--- config.mk ---
export PLATFORM = sky130hd
export DESIGN_NAME = fetch_unit
export DESIGN_NICKNAME = d
export VERILOG_FILES = /design/src/rtl/fetch_unit.sv
export SDC_FILE = /design/constraint.sdc
export NUM_CORES = 1
export LEC_CHECK = 0
export CELL_PAD_IN_SITES_DETAIL_PLACEMENT = 1
export CELL_PAD_IN_SITES_GLOBAL_PLACEMENT = 2
export CORE_MARGIN = 4
export CORE_UTILIZATION = 21
export DETAILED_ROUTE_END_ITERATION = 8
export PLACE_DENSITY_LB_ADDON = 0.1
export SLEW_MARGIN = 20
export SYNTH_ARGS = -nofsm -noshare
export SYNTH_HDL_FRONTEND = slang
export SYNTH_SLANG_ARGS = --single-unit
--- constraint.sdc ---
create_clock -name clk -period 2.9 [get_ports clk]
set_clock_uncertainty 0.05 [all_clocks]
set_input_delay 0.87 -clock clk [delete_from_list [all_inputs] [get_ports clk]]
set_output_delay 0.87 -clock clk [all_outputs]
set_load 0.005 [all_outputs]
--- src/rtl/fetch_unit.sv ---
// fetch_unit: instruction-fetch stage of the pipelined RV32 core.
// Owns the program counter, keeps at most one request outstanding to
// instruction memory, and presents either the fetched word or a 32'd0
// bubble to the IF/ID register.
// Optional feature macro: FETCH_MISALIGN_CHK_EN (aligns misaligned redirect
// targets and raises a sticky misalign_err flag).
module fetch_unit #(
  parameter logic [31:0] RESET_PC = 32'h0000_0000
) (
  input  logic        clk,
  input  logic        rst,
  input  logic        StallF,
  input  logic        PCSrcE,
  input  logic [31:0] PCTargetE,
  output logic        imem_req,
  output logic [31:0] imem_addr,
  input  logic        imem_gnt,
  input  logic        imem_rvalid,
  input  logic [31:0] imem_rdata,
  output logic [31:0] instruction,
  output logic [31:0] PCF,
  output logic [31:0] PCPlus4F,
  output logic        FetchWait,
  output logic        misalign_err
);

  typedef enum logic [2:0] {
    IDLE = 3'd0,
    REQ  = 3'd1,
    WAIT = 3'd2,
    HOLD = 3'd3,
    DROP = 3'd4
  } state_t;

  state_t      state_q, state_d;
  logic [31:0] pc_q, pc_d;
  logic [31:0] inst_q, inst_d;
  logic [31:0] redirect_pc;

`ifdef FETCH_MISALIGN_CHK_EN
  logic err_q, err_d;

  // Misaligned redirect targets are forced onto a word boundary.
  assign redirect_pc = {PCTargetE[31:2], 2'b00};

  // Sticky error: once a misaligned redirect is seen it stays until reset.
  always_comb begin
    err_d = err_q;
    if (PCSrcE && (PCTargetE[1:0] != 2'b00)) begin
      err_d = 1'b1;
    end
  end

  // Error flag register.
  always_ff @(posedge clk or negedge rst) begin
    if (!rst) begin
      err_q <= 1'b0;
    end else begin
      err_q <= err_d;
    end
  end

  assign misalign_err = err_q;
`else
  // Target taken verbatim; no misalignment tracking.
  assign redirect_pc  = PCTargetE;
  assign misalign_err = 1'b0;
`endif

  // State, PC and held-instruction registers.
  always_ff @(posedge clk or negedge rst) begin
    if (!rst) begin
      state_q <= IDLE;
      pc_q    <= RESET_PC;
      inst_q  <= 32'd0;
    end else begin
      state_q <= state_d;
      pc_q    <= pc_d;
      inst_q  <= inst_d;
    end
  end

  // Next-state logic; a redirect overrides both normal sequencing and StallF.
  always_comb begin
    state_d = state_q;
    pc_d    = pc_q;
    inst_d  = inst_q;
    if (PCSrcE) begin
      pc_d = redirect_pc;
      unique case (state_q)
        IDLE:    state_d = REQ;
        // An accepted old request still owes us a response: drain it.
        REQ:     state_d = imem_gnt ? DROP : REQ;
        // Response arriving with the redirect is simply discarded.
        WAIT:    state_d = imem_rvalid ? REQ : DROP;
        HOLD:    state_d = REQ;
        DROP:    state_d = imem_rvalid ? REQ : DROP;
        default: state_d = IDLE;
      endcase
    end else begin
      unique case (state_q)
        IDLE: state_d = REQ;
        REQ: begin
          if (imem_gnt) begin
            state_d = WAIT;
          end
        end
        WAIT: begin
          if (imem_rvalid) begin
            state_d = HOLD;
            inst_d  = imem_rdata;
          end
        end
        HOLD: begin
          if (!StallF) begin
            pc_d    = pc_q + 32'd4;
            state_d = REQ;
          end
        end
        DROP: begin
          if (imem_rvalid) begin
            state_d = REQ;
          end
        end
        default: state_d = IDLE;
      endcase
    end
  end

  // Outputs decode registered state only; no input-to-output paths.
  assign imem_req    = (state_q == REQ);
  assign imem_addr   = pc_q;
  assign PCF         = pc_q;
  assign PCPlus4F    = pc_q + 32'd4;
  assign instruction = (state_q == HOLD) ? inst_q : 32'd0;
  assign FetchWait   = (state_q != HOLD);

endmodule

==> Word level (Yosys, flattened, before mapping) <==
Cells that the tools add are included.
{ "classes": {"n_reduce_logical": 7, "eq_ne": 10, "bitwise": 1, "n_mux": 13, "n_addsub": 1} }
{ "ops": {"columns": ["cell", "n"], "rows": [
  ["2-to-1 mux 32 bit", 4],
  ["adder 32 x 3 -> 32 bit, second input constant", 1],
  ["2-to-1 mux 3 bit", 7],
  ["case mux 3 bit (5 select lines)", 1],
  ["inequality test 3 bit, second input constant", 3],
  ["case mux 3 bit (3 select lines)", 1],
  ["equality test 3 x 2 -> 1 bit, second input constant", 2],
  ["inequality test 3 x 2 -> 1 bit, second input constant", 2],
  ["AND reduction 4 bit", 1],
  ["OR reduction 2 bit", 2],
  ["equality test 3 x 1 -> 1 bit, second input constant", 1],
  ["equality test 3 bit, second input constant", 1],
  ["zero test 3 bit", 1],
  ["AND reduction 3 bit", 1],
  ["inequality test 2 x 1 -> 1 bit, second input constant", 1],
  ["AND reduction 2 bit", 1],
  ["nonzero test 2 bit", 1],
  ["inverter 1 bit", 1]
]} }
{ "word_totals": {"output_inout_bits": 131, "reg_bits": 67, "inputBits": 70, "elab_cells": 35} }

==> Logic depth before layout (Yosys ltp) <==
{ "logic_depth": {"ltp_word": 4, "ltp_mapped": 7, "depth_no_buf": 5} }

==> Worst setup path before layout <==
OpenSTA, ideal clock, no wires.
{ "synth_path": {"path_type": "reg-to-output", "start": "register pc_q[3] (netlist: PCF[3])", "end": "output port PCPlus4F[26]", "stages_incl_launch_ff": 8, "arrival_ns": 2.006, "slack_ns": -0.026, "path_buffers": 2, "required_time_ns": 1.980, "path_cell_list": "dfrtp_1 ha_1 buf_2 inv_1 or4_1 clkbuf_1 nor3_1 xor2_1"} }
{ "synth_between": {"elab_chain_len": 1} }
{ "synth_lines": {"columns": ["element", "line", "rtl"], "rows": [
  ["from (decl)", "36", "logic [31:0] pc_q, pc_d;"],
  ["from (signal assigned)", "78", "pc_q <= pc_d;"],
  ["adder 32 x 3 -> 32 bit", "134", "assign PCPlus4F = pc_q + 32'd4;"],
  ["to (decl)", "22", "output logic [31:0] PCPlus4F,"]
]} }
Every way passes these cells.

==> Worst setup path after layout <==
{ "layout_path": {"start": "register pc_q[3] (netlist: PCF[3])", "end": "output port PCPlus4F[28]"} }
Same word-level chain as after synthesis.

==> run summary <==
The DRC violations left came out at 0. Counting every net in the synthesized netlist gives 521. In this run the worst path has a maximum fanout of 5. The cell area after synthesis was 4172 um^2. The run gives 26540 um as the first-pass GRT wire length. Sequential cells were found to cover 40.19% of the synthesized design area. The I/O pin count is 201, and the total vias in the final route is 4316. The summed negative setup slack over all endpoints is -574.2 ps.

After synthesis, the largest area contributor takes up 40.19% of total cell area. The logs give 3.052 nW for the leakage component of the power and 0 for the global-route congestion overflow total. Counting instances in the post-synthesis netlist gives the leading cell types as sky130_fd_sc_hd__dfrtp_1 (67), sky130_fd_sc_hd__buf_4 (35), sky130_fd_sc_hd__and3_1 (34), sky130_fd_sc_hd__mux2_2 (34), sky130_fd_sc_hd__nand2_1 (31).

Category of the worst setup path capture point: a primary output. For the CTS H-tree depth, the log shows 3. The HPWL after detailed placement is 11940 um. The routed design has 17040 um of wire. Dominant cell by count in the synthesized netlist: sky130_fd_sc_hd__dfrtp_1. The run gives 6603 um^2 as the placed standard-cell area. The clock passes through at most 2 buffers.

STA puts the critical path data arrival time at 2120 ps. The path category of the worst min-delay check was flop to flop. After synthesis, the cell types taking the most area are sky130_fd_sc_hd__dfrtp_1 (40%), sky130_fd_sc_hd__mux2_2 (9.2%), sky130_fd_sc_hd__buf_4 (6.3%). Across every metal layer, demand over resource in global routing totals 15.07%.

The synthesized design contains 67 register bits. The worst path required time was 1980 ps; the final cell count without fillers was 952. Hold timing on the final database bottoms out at a slack of 450.7 ps.

The tool flagged a number of max-cap violations equal to 0. Number of buffers added on ports: 199. Power spread over the standard cell area amounts to 517.1 nW/um^2. The run finished, with violations left. After the first detailed-routing iteration, the DRC count stood at 114. The tools report the routability congestion estimate as 0.7305. The maximum number of pins on one net before global-route repair came out at 68. Summing the areas of all xor and xnor instances in the mapped netlist gives 7.978% of the synthesized area. The proportion of synthesized flip-flops having asynchronous set or reset came out at 100.0%. Setup repair after global routing could not meet its margin everywhere.

Once layout is complete, the utilization of the core stands at 37.24%. The simple-gate share of the synthesized area works out to 23.61%. Critical path class: flop to primary output.

For the number of global-route vias before repair, the log shows 4821. The chip width was 148.9 um. Setup violations remaining at the end of the flow were counted as 12. For the cts-stage hold buffer count, the log shows 0.

For the maximum vdd drop, the log shows 0.2542 mV. The synthesized netlist devotes 7.888% of its cell area to compound gates. TritonCTS built the clock tree. Before antenna repair, the detailed router went through 4 iterations. The least setup slack across all paths after layout was -143.7 ps; the clock period minus final worst setup slack was 3044 ps. After clock tree synthesis, the clock-pin slew on the worst setup and hold paths is 60 ps. The initial core utilization is 21.36%, and the synthesis-to-finish area growth is 74.33%.

Summing the areas of all fa, ha and maj instances in the mapped netlist gives 0.2999% of the synthesized area. Initial antenna violation count: 0. After filler insertion, the fill cell instance count of the layout stands at 2216.

The clock sink total came out at 67. Main flop type after synthesis: sky130_fd_sc_hd__dfrtp_1. STA classifies the critical path startpoint as a flop. The finished layout cell area is 7272 um^2.

Final net count: 753. Cell taking the most area after synthesis: sky130_fd_sc_hd__dfrtp_1. The logs give 22180 um^2 for the area of the die and 40 for the distinct cell type count after synthesis. Yosys printed 0 warnings. Static timing analysis puts the maximum clock frequency at 328.5 MHz. Dividing the final minimum period by the clock period gives 105.0%. The final reports fail on negative setup slack. The number of core rows was 51; the instance count after placement with tap cells included was 907. In this run, CTS created clock tree buffers numbering 9.

The main combinational cell family by area after synthesis is simple AND/OR/NAND/NOR gates. The y dimension of the die is 148.9 um, and the share of layout cells above drive strength 1 is 28.82%. In this run, synthesis inferred 0 flip-flops with an integrated enable. At the pin with the least slew margin, the transition time is 964.8 ps.

The core region is 19530 um^2. The root buffer cell chosen for the clock tree is sky130_fd_sc_hd__clkbuf_16. The multiplexer share of the synthesized area was 9.418%; the final routed wire length divided by cell count was 17.90 um. The count of final hold-check violations was 0. In this run the mean area of a mapped cell was 9.270 um^2. The via-per-instance ratio came out at 4.534. The number of max-slew violations in the final report came out at 0. At the later pin of the worst-skew pair, clock insertion delay measures 340 ps. The run gives 450 as the gate count after technology mapping. The logs give 0 for the antenna violation net count after detailed routing and 0 for the diode insertion count for antenna repair.

The tools report the worst max-slew margin expressed relative to the limit as 35.68%.
-- final timing paths --
kind	depth (start not counted)	startpoint	to	slack (ps)
max in group asynchronous	1	rst	state_q[0]	1490
worst min-delay path	1	inst_q[0]	inst_q[0]	450
worst max register to register	15	PCF[10]	PCF[13]	60
worst max-delay path	7	PCF[3]	PCPlus4F[28]	-140
worst min register to register	1	inst_q[0]	inst_q[0]	450
min in group asynchronous	1	rst	PCF[0]	630
-- cells in the final DEF (no fill, tap or decap), types with 13 or more instances in the layout --
cell type,synthesis,final
sky130_fd_sc_hd__clkdlybuf4s50_1,0,173
sky130_fd_sc_hd__mux2_2,34,34
sky130_fd_sc_hd__o21ai_0,20,20
sky130_fd_sc_hd__and3_1,34,34
sky130_fd_sc_hd__xnor2_1,21,17
sky130_fd_sc_hd__a31oi_1,16,16
sky130_fd_sc_hd__or4_1,16,13
sky130_fd_sc_hd__nor2_1,30,21
sky130_fd_sc_hd__buf_6,1,13
sky130_fd_sc_hd__xor2_1,17,17
sky130_fd_sc_hd__dfrtp_1,67,65
sky130_fd_sc_hd__nand4_1,16,16
sky130_fd_sc_hd__nand2_1,31,28
sky130_fd_sc_hd__buf_4,35,77
sky130_fd_sc_hd__nand3_1,18,14
sky130_fd_sc_hd__buf_2,6,18
-- critical path, cell delays in order, from the launching register on --
cell and delay (ps):
sky130_fd_sc_hd__dfrtp_1 360, sky130_fd_sc_hd__ha_2 200, sky130_fd_sc_hd__inv_2 30, sky130_fd_sc_hd__or4_4 560, sky130_fd_sc_hd__buf_4 180, sky130_fd_sc_hd__nor3_4 160, sky130_fd_sc_hd__xor2_1 160, sky130_fd_sc_hd__buf_2 140
-- power by group --
group	internal, mW	leakage [nW]	switching (mW)
registers	1.15	0.825	0.120
logic	0.767	2.09	0.582
clock network	0.672	0.142	0.470
-- per-stage QoR --
step	setup WS (ps)	total power, mW
CTS	-194.6	3.727
detailed placement	-288.6	2.566
global placement	-209.2	2.521
floorplan	9.146	1.836
global route	-258.5	3.995
finish	-143.7	3.760
-- cell type report --
| cell class | count | area [um^2] | share of cell area, % |
|---|---|---|---|
| Sequential cell | 67 | 1679 | 23.09 |
| Tap cell | 265 | 331.6 | 4.560 |
| Timing Repair Buffer | 291 | 2673 | 36.75 |
| Inverter | 8 | 30.03 | 0.4129 |
| Multi-Input combinational cell | 305 | 2257 | 31.04 |
| Clock buffer | 9 | 225.2 | 3.097 |
| Clock inverter | 7 | 76.32 | 1.050 |
-- registers in the layout, indices dropped and copies added (netlist names) --
register and flops:
state_q 3, inst_q 32, PCF 32
-- repair_timing --
action,in CTS,in global routing
cloned,0,1
hold endpoints to repair,0,0
pin swaps,26,11
resized for setup,121,19
setup buffers,26,9
setup endpoints to repair,51,26
-- metal layers --
metal  up-vias  wire, um  global-route usage (%)
met5         -         0                       0
met4         0       261                   5.080
met3        15      1172                   4.862
met2       120      8479                   25.96
met1      2152      7124                   17.69
li1       2029         -                       -
-- cells by family after synthesis --
kind of cell	after synthesis
xor gates and xnor gates	38
muxes	35
DFF	67
and+or+nand+nor	178
adders and majority gates	1
AOI/OAI and AO/OA	52
other	1
buffers and inverters	78
Note: power is estimated with default switching activity, not from simulation.
